## src/rtl/fetch_unit_if.sv

```systemverilog
// Bundles the instruction-memory port and the decode-side handshake of fetch_unit.
// master = fetch_unit side, slave = memory/decode side.
interface fetch_unit_if;
  logic [31:0] imem_address;
  logic        imem_read_write;
  logic [31:0] imem_data_in;
  logic [31:0] imem_data_out;
  logic        fetch_enable;
  logic        inst_valid;
  logic        inst_ready;
  logic [31:0] inst;
  logic [31:0] inst_pc;
  logic        redirect_valid;
  logic [31:0] redirect_pc;

  modport master (
    output imem_address, imem_read_write, imem_data_in,
    output inst_valid, inst, inst_pc,
    input  imem_data_out, fetch_enable, inst_ready, redirect_valid, redirect_pc
  );

  modport slave (
    input  imem_address, imem_read_write, imem_data_in,
    input  inst_valid, inst, inst_pc,
    output imem_data_out, fetch_enable, inst_ready, redirect_valid, redirect_pc
  );
endinterface

```

## src/rtl/fetch_unit.sv

```systemverilog
// Instruction fetch with a prefetch FIFO of {pc, instr} feeding decode; redirects flush and restart.
// Optional macro FETCH_PERF_EN adds push and full-stall performance counters.
module fetch_unit #(
  parameter logic [31:0] RESET_PC   = 32'h0000_0000,
  parameter int unsigned FIFO_DEPTH = 4
) (
  input  logic          clock,
  input  logic          reset_n,
  fetch_unit_if.master  bus
`ifdef FETCH_PERF_EN
  ,
  output logic [31:0]   perf_fetch_count,
  output logic [31:0]   perf_stall_count
`endif
);

  localparam int unsigned PTR_W = $clog2(FIFO_DEPTH);
  localparam int unsigned CNT_W = PTR_W + 1;

  typedef struct packed {
    logic [31:0] pc;
    logic [31:0] instr;
  } entry_t;

  entry_t             entry_q [FIFO_DEPTH];
  logic [31:0]        fetch_pc_q, fetch_pc_d;
  logic [PTR_W-1:0]   head_q, head_d;
  logic [PTR_W-1:0]   tail_q, tail_d;
  logic [CNT_W-1:0]   count_q, count_d;

  logic valid_c, full_c, pop_c, push_c;

  assign valid_c = (count_q != '0);
  assign full_c  = (count_q == CNT_W'(FIFO_DEPTH));
  assign pop_c   = valid_c & bus.inst_ready;
  // A full FIFO may still accept a word when the head leaves in the same cycle.
  assign push_c  = bus.fetch_enable & ~bus.redirect_valid & (~full_c | pop_c);

  // Next-state for pointers, occupancy and fetch address; redirect overrides all.
  always_comb begin
    fetch_pc_d = fetch_pc_q;
    head_d     = head_q;
    tail_d     = tail_q;
    count_d    = count_q;
    if (bus.redirect_valid) begin
      fetch_pc_d = bus.redirect_pc & 32'hFFFF_FFFC;
      head_d     = '0;
      tail_d     = '0;
      count_d    = '0;
    end else begin
      if (push_c) begin
        tail_d     = tail_q + PTR_W'(1);
        fetch_pc_d = fetch_pc_q + 32'd4;
      end
      if (pop_c) begin
        head_d = head_q + PTR_W'(1);
      end
      if (push_c && !pop_c) begin
        count_d = count_q + CNT_W'(1);
      end else if (pop_c && !push_c) begin
        count_d = count_q - CNT_W'(1);
      end
    end
  end

  always_ff @(posedge clock or negedge reset_n) begin
    if (!reset_n) begin
      fetch_pc_q <= RESET_PC;
      head_q     <= '0;
      tail_q     <= '0;
      count_q    <= '0;
    end else begin
      fetch_pc_q <= fetch_pc_d;
      head_q     <= head_d;
      tail_q     <= tail_d;
      count_q    <= count_d;
    end
  end

  // Storage needs no reset: the head is masked whenever the FIFO is empty.
  always_ff @(posedge clock) begin
    if (push_c) begin
      entry_q[tail_q] <= '{pc: fetch_pc_q, instr: bus.imem_data_out};
    end
  end

  assign bus.imem_address    = fetch_pc_q;
  assign bus.imem_read_write = 1'b0;
  assign bus.imem_data_in    = 32'h0;
  assign bus.inst_valid      = valid_c;
  assign bus.inst            = valid_c ? entry_q[head_q].instr : 32'h0;
  assign bus.inst_pc         = valid_c ? entry_q[head_q].pc    : 32'h0;

`ifdef FETCH_PERF_EN
  logic [31:0] perf_fetch_q, perf_stall_q;

  always_ff @(posedge clock or negedge reset_n) begin
    if (!reset_n) begin
      perf_fetch_q <= 32'h0;
      perf_stall_q <= 32'h0;
    end else begin
      if (push_c) begin
        perf_fetch_q <= perf_fetch_q + 32'd1;
      end
      if (bus.fetch_enable && !bus.redirect_valid && full_c && !pop_c) begin
        perf_stall_q <= perf_stall_q + 32'd1;
      end
    end
  end

  assign perf_fetch_count = perf_fetch_q;
  assign perf_stall_count = perf_stall_q;
`endif

endmodule

```

## src/flat_wrapper.sv

```systemverilog
// flat-port wrapper written by rule: the top's interface ports become plain ports
module fetch_unit_flat 
#(
  parameter logic [31:0] RESET_PC   = 32'h0000_0000,
  parameter int unsigned FIFO_DEPTH = 4
)
  (clock, reset_n, bus_imem_address, bus_imem_read_write, bus_imem_data_in, bus_inst_valid, bus_inst, bus_inst_pc, bus_imem_data_out, bus_fetch_enable, bus_inst_ready, bus_redirect_valid, bus_redirect_pc);
  fetch_unit_if bus_i ();
  input  logic clock;
  input  logic reset_n;
  output wire logic [$bits(bus_i.imem_address)-1:0] bus_imem_address;
  output wire logic [$bits(bus_i.imem_read_write)-1:0] bus_imem_read_write;
  output wire logic [$bits(bus_i.imem_data_in)-1:0] bus_imem_data_in;
  output wire logic [$bits(bus_i.inst_valid)-1:0] bus_inst_valid;
  output wire logic [$bits(bus_i.inst)-1:0] bus_inst;
  output wire logic [$bits(bus_i.inst_pc)-1:0] bus_inst_pc;
  input wire logic [$bits(bus_i.imem_data_out)-1:0] bus_imem_data_out;
  input wire logic [$bits(bus_i.fetch_enable)-1:0] bus_fetch_enable;
  input wire logic [$bits(bus_i.inst_ready)-1:0] bus_inst_ready;
  input wire logic [$bits(bus_i.redirect_valid)-1:0] bus_redirect_valid;
  input wire logic [$bits(bus_i.redirect_pc)-1:0] bus_redirect_pc;
  assign bus_imem_address = bus_i.imem_address;
  assign bus_imem_read_write = bus_i.imem_read_write;
  assign bus_imem_data_in = bus_i.imem_data_in;
  assign bus_inst_valid = bus_i.inst_valid;
  assign bus_inst = bus_i.inst;
  assign bus_inst_pc = bus_i.inst_pc;
  assign bus_i.imem_data_out = bus_imem_data_out;
  assign bus_i.fetch_enable = bus_fetch_enable;
  assign bus_i.inst_ready = bus_inst_ready;
  assign bus_i.redirect_valid = bus_redirect_valid;
  assign bus_i.redirect_pc = bus_redirect_pc;
  fetch_unit #(.RESET_PC(RESET_PC), .FIFO_DEPTH(FIFO_DEPTH)) u_core (.clock(clock), .reset_n(reset_n), .bus(bus_i));
endmodule
```

## config.mk

```make
export PLATFORM = sky130hd
export DESIGN_NAME = fetch_unit_flat
export DESIGN_NICKNAME = d
export VERILOG_FILES = /design/src/rtl/fetch_unit_if.sv /design/src/rtl/fetch_unit.sv /design/src/flat_wrapper.sv
export SDC_FILE = /design/constraint.sdc
export NUM_CORES = 1
export LEC_CHECK = 0
export ABC_AREA = 1
export CORE_MARGIN = 3
export CORE_UTILIZATION = 54
export DETAILED_ROUTE_END_ITERATION = 16
export HOLD_SLACK_MARGIN = 0.1
export PLACE_DENSITY_LB_ADDON = 0.3
export SLEW_MARGIN = 20
export SYNTH_ARGS = -nofsm -noshare
export SYNTH_HDL_FRONTEND = slang
export SYNTH_SLANG_ARGS = --single-unit
export TNS_END_PERCENT = 20
```

## constraint.sdc

```tcl
create_clock -name clock -period 4.45 [get_ports clock]
set_input_delay 0.6675 -clock clock [delete_from_list [all_inputs] [get_ports clock]]
set_output_delay 0.6675 -clock clock [all_outputs]
set_load 0.005 [all_outputs]
```

* After elaboration in Yosys (flattened, before gate mapping)
Memories as Yosys holds them, arrays and structs flattened.
Cells that the tools add are included.
** Operators by class
- Add/subtract/negate cells :: 5
- Equality and inequality tests :: 1
- Mux-type cells :: 13
- Bitwise gates (word level) :: 6
- Reductions and logical operators :: 8
** Operator list (number)
- 32-bit two-way mux :: 4
- 32-bit by 3-bit adder with 32-bit output, second input constant :: 1
- 3-bit two-way mux :: 3
- 2-bit two-way mux :: 4
- 3-bit nonzero test :: 2
- 2-bit by 1-bit adder with 2-bit output, second input constant :: 2
- 2-bit nonzero test :: 2
- 3-bit by 1-bit adder with 3-bit output, second input constant :: 1
- 1-bit AND :: 3
- 3-bit equality test, second input constant :: 1
- 3-bit by 1-bit subtractor with 3-bit output, second input constant :: 1
- 1-bit logical AND :: 2
- 1-bit logical NOT :: 2
- 1-bit two-way mux :: 2
- 1-bit inverter :: 2
- 1-bit bitwise OR :: 1
** Storage, ports and cells
- Bits in registers :: 39
- Memory bits (writable) :: 256
- Input port bits :: 69
- Output and inout port bits :: 130
- Logic and storage cells :: 38
- Memories kept :: 1
** Memories
- u_core.entry_q :: words 4, width 64, read ports 1, clocked after memory_dff 0, write ports 1, line fetch_unit.sv:25 : entry_t entry_q [FIFO_DEPTH];

* Depth between registers and ports, before layout
- Word-level depth :: 9
- Gate-level depth with buffers :: 12
- Depth with buffers taken out :: 12

* Worst setup path before layout
OpenSTA, ideal clock, no wires.
- Path kind :: input to register
- Start point :: in bus_redirect_valid
- End point :: mem u_core.entry_q[0][0] in the netlist's numbering (enable)
- Library setup time :: 0.482 ns
- Arrival :: 3.693 ns
- Data required time :: 3.968 ns
- Setup slack :: 0.275 ns
- Stages :: 6
- Cells stage by stage :: inv_2 > nand2_1 > inv_2 > nand2_1 > buf_4 > nor2_1
** On the way
- Longest elaborated chain between the ends :: 5
** Ends and longest elaborated chain
- start: declaration :: line flat_wrapper.sv:20 : input wire logic [$bits(bus_i.redirect_valid)-1:0] bus_redirect_valid;
- 1-bit inverter :: line fetch_unit.sv:37 : assign push_c = bus.fetch_enable & ~bus.redirect_valid & (~full_c | pop_c);
- 1-bit AND (2 in a row) :: line fetch_unit.sv:37
- 1-bit two-way mux :: line fetch_unit.sv:82 : if (push_c) begin
- 1-bit two-way mux (not written as such) :: line fetch_unit.sv:83 : entry_q[tail_q] <= '{pc: fetch_pc_q, instr: bus.imem_data_out};
- end: declaration :: line fetch_unit.sv:25
Every way passes these cells.

* Worst setup path in the final report
- Start point :: reg u_core.head_q[0]
- End point :: out bus_inst[20]
** On the way
- Longest elaborated chain between the ends :: 2
** Ends and longest elaborated chain
- start: declaration :: line fetch_unit.sv:27 : logic [PTR_W-1:0] head_q, head_d;
- start signal: assignment :: line fetch_unit.sv:69 : head_q <= '0;
- start signal: assignment :: line fetch_unit.sv:74 : head_q <= head_d;
- memory read 4 x 64 bit
- 32-bit two-way mux :: line fetch_unit.sv:91 : assign bus.inst = valid_c ? entry_q[head_q].instr : 32'h0;
- end: declaration :: line flat_wrapper.sv:15 : output wire logic [$bits(bus_i.inst)-1:0] bus_inst;
Every way passes these cells.

==> summary.txt <==
GRT
  • Number of global-route vias before repair: just under 9000
  • Total GRT Usage: 22.65%
  • Gr ovfl total: 0
  • Largest net degree at the start of global routing: 66
  • First-pass GRT wire length: 44810 µm
  • Initial antenna violation count: 0

Worst setup path
  • CP startpoint kind: register
  • Critical Path Fanout Max: 56
  • CP startpoint: u_core.head_q[0]
  • Slowest-stage cell, CP: dfrtp_4
  • Worst R2R Setup Slack: approximately 2200 ps
  • Crit Reg-Reg Endpoint: u_core.bus.imem_address[23]
  • Critical R2R Launch: u_core.count_q[0]
  • Setup crit end kind: output pin
  • Max stage delay on crit path: around 850 ps
  • Critical path depth: 6
  • End point of the critical path: bus_inst[20]
  • FF-to-FF path depth: 10
  • CP Data Arrival Time: 3050 ps
  • Most frequent CP cell: nor2_1
  • Crit path cell chain: buf_4, nor2_1, nor2_1, o21ai_0, a21oi_1, clkdlybuf4s50_1
  • Number of buffers and inverters on the critical path: 2
  • Crit Path Category: reg2out
  • Worst path required time: ~3800 ps
  • CP top delay family: buffers and inverters

CTS
  • H-tree Lvls: 1
  • CTS buffer count: 28
  • CTS resizes: 0
  • Clock Path Buffers: 3
  • Skew-Pair Late Insertion Delay: 530 ps
  • Sink Count: about 290
  • Clock tree root driver cell: clkbuf_16
  • Hold buffers post-CTS: 0
  • Postcts setup bufs: 0
  • Reg clk slew, reported paths: 60 ps
  • TritonCTS clock tree: done

Logic synthesis
  • Synth top area share: between 50 and 60%
  • Syn avg cell area: just over 10 µm²
  • FF+latch count, synth: roughly 290
  • Post-Syn Area: 0.01246 mm²
  • Seq/Total Area, Yosys: 67.20%
  • Top cells by area, synth: edfxtp_1 60%, nor2_1 8.9%, dfrtp_1 7.4%, o21ai_0 5.9%, nand2_1 5.6%
  • Mapped Cells: 1203
  • Yosys Warn Count: 0
  • Synth area leader: edfxtp_1
  • Yosys cell types: 30

Power and ir drop
  • Clock power frac: a little under a third
  • Total Power: 7.806 mW
  • Internal Pwr Total: between 5 and 6 mW
  • Net Sw Frac: 28.94%
  • P_sw: between 2 and 2.5 mW
  • Sequential Power Share: a little over two fifths
  • Combinational share of power: 27.1%
  • Max VDD drop: ~0.25 mV
  • Pleak: about 5.6 nW
  • PD cells: roughly 520 mW/mm²

Status
  • Status: finished, final reports clean

STA
  • Relative slew margins: around a third
  • Slew Limit Fails: 0
  • Worst Tran Pin Value: 983.4 ps
  • Final worst path period share: around 84%
  • Final min period: between 3000 and 4000 ps
  • Max Clock Skew: 7.657 ps
  • Final TNS setup: 0 ps
  • Final Hold Viols: 0
  • RSZ-0062 raised after global routing: false
  • Final setup vio count: 0
  • Fmax: ~270 MHz

Detailed routing
  • Final ANT Viol Nets: 0
  • Pre-antenna DRT Iters: 5
  • Drt via density: between 5 and 6
  • DRT iter0 DRCs: between 700 and 800
  • Residual DRC count: 0
  • Avg WL per Cell: ~17 µm
  • Final Routed Wirelength: about 28000 µm
  • Via count: between 8000 and 9000

Flow run
  • Max-cap violations: 0

Final layout
  • Filler Cells Inserted: 1642
  • Post-layout nets: between 1000 and 1500
  • Diodes inserted: 0
  • Multi-input logic area: 0.003477 mm²
  • Synth-to-Final Area Change: 21.59%
  • Final core utilization: between 60% and 70%
  • Layout cells sized above 1: under 10%
  • Reg area: roughly 0.0084 mm²

Placement
  • HPWL after DPL: 16730 µm
  • Port bufs: between 150 and 200
  • Gp weighted congestion: 0.8685

Die
  • Chip height: ~160 µm
  • Initial core utilization: a little under three fifths
  • Die Span X: 157.9 µm
  • FP Rows: 54
  • IO Count: between 150 and 200
  • Core Area: approximately 0.022 mm²
  • DIE AREA: 0.02493 mm²

Worst hold path
  • Class of the worst hold path: in2async
[sequential cells by signal, indices dropped and copies added (netlist names)]
name	cells
u_core.entry_q	248
u_core.bus.imem_address	30
u_core.head_q	2
u_core.count_q	3
u_core.tail_q	2
[synth_stat cells]
library cell	number
nor2_2	2
o21ai_0	146
nand2_1	186
buf_4	40
nand3_1	32
or2_2	1
o22ai_1	1
a21oi_1	67
nor2_1	296
buf_1	4
xnor2_1	3
nand2_2	1
inv_4	1
nand4_1	2
dfrtp_1	37
ha_1	5
buf_2	20
clkinv_1	1
inv_2	5
conb_1	1
o211ai_1	7
edfxtp_1	248
xor2_1	3
nor2_4	1
buf_6	1
fa_1	1
inv_1	58
nor3_1	2
o21ai_1	4
clkbuf_1	27
[worst reg2reg max path, delay by kind of cell, from the launching register on]
family          cells  cell delay, ps
buf+inv             3             650
simple gates        6            1090
compound gates      1              60
flops               1             380
[logic make-up (layout without fill, tap and decap cells)]
group           Yosys count  after routing  share of synthesized area, %
fa+ha+maj                 6              6                        0.6628
flops                   285            285                         67.20
simple gates            523            523                         16.28
buf+inv                 157            293                         6.216
compound gates          225            225                         9.189
other cells               1             37                       0.03010
xor+xnor                  6              6                        0.4218
[stage by stage]
step	worst slack, ps	cell area (µm²)	std cells	hold slack, ps
global placement	1377	14220	1604	573.9
global route	557.7	15150	1655	636.1
CTS	715.1	15150	1655	605.1
detailed placement	1327	14220	1604	597.6
floorplan	275.5	12590	1239	371.9
finish	731.8	15150	1655	597.1
[layout make-up]
cell class | instances | share of cell area, %
clock buffer | 31 | 4.840
clock inverter | 20 | 1.313
inverter | 65 | 1.635
multi-input combinational | 797 | 22.95
sequential | 285 | 55.30
tap | 280 | 2.313
timing repair buffer | 177 | 11.65
[worst min-delay path by stage]
stage / endpoint / cells after the start
3_5_place_dp: u_core.count_q[1] / 2
5_1_grt: u_core.bus.imem_address[28] / 1
3_3_place_gp: u_core.count_q[1] / 2
2_1_floorplan: u_core.bus.imem_address[10] / 0
6_report: u_core.bus.imem_address[28] / 1
4_1_cts: u_core.bus.imem_address[28] / 1
[power by group through the flow]
| stage | Clock (mW) | Combinational, mW | Sequential, mW |
|---|---|---|---|
| after detailed placement | 0 | 2.13 | 3.39 |
| after floorplan | 0 | 1.07 | 3.30 |
| after global placement | 0 | 2.09 | 3.38 |
| after global routing | 2.52 | 2.34 | 3.36 |
| final | 2.35 | 2.11 | 3.34 |
| after CTS | 2.39 | 2.14 | 3.34 |
[placed cells by master, fill, tap and decap left out, types with 4 or more instances in the layout]
cell type	count
inv_1	58
clkdlybuf4s50_1	159
buf_4	15
bufinv_16	4
clkinv_2	6
ha_1	5
edfxtp_1	248
dfrtp_1	35
clkinv_1	9
nand3_1	32
o211ai_1	7
conb_1	37
o21ai_0	146
inv_2	4
nor2_1	292
clkbuf_16	29
a21oi_1	67
nor2_4	5
o21ai_1	4
nand2_1	186
[layer usage]
metal	vias to the layer above	global-route usage, %	share of wire (%)
li1	4293	-	-
met1	4226	30.52	43
met2	329	38.59	49
met3	45	3.171	6.0
met4	0	7.025	2.0
met5	-	0	0
Power figures use the tool's default switching activity.
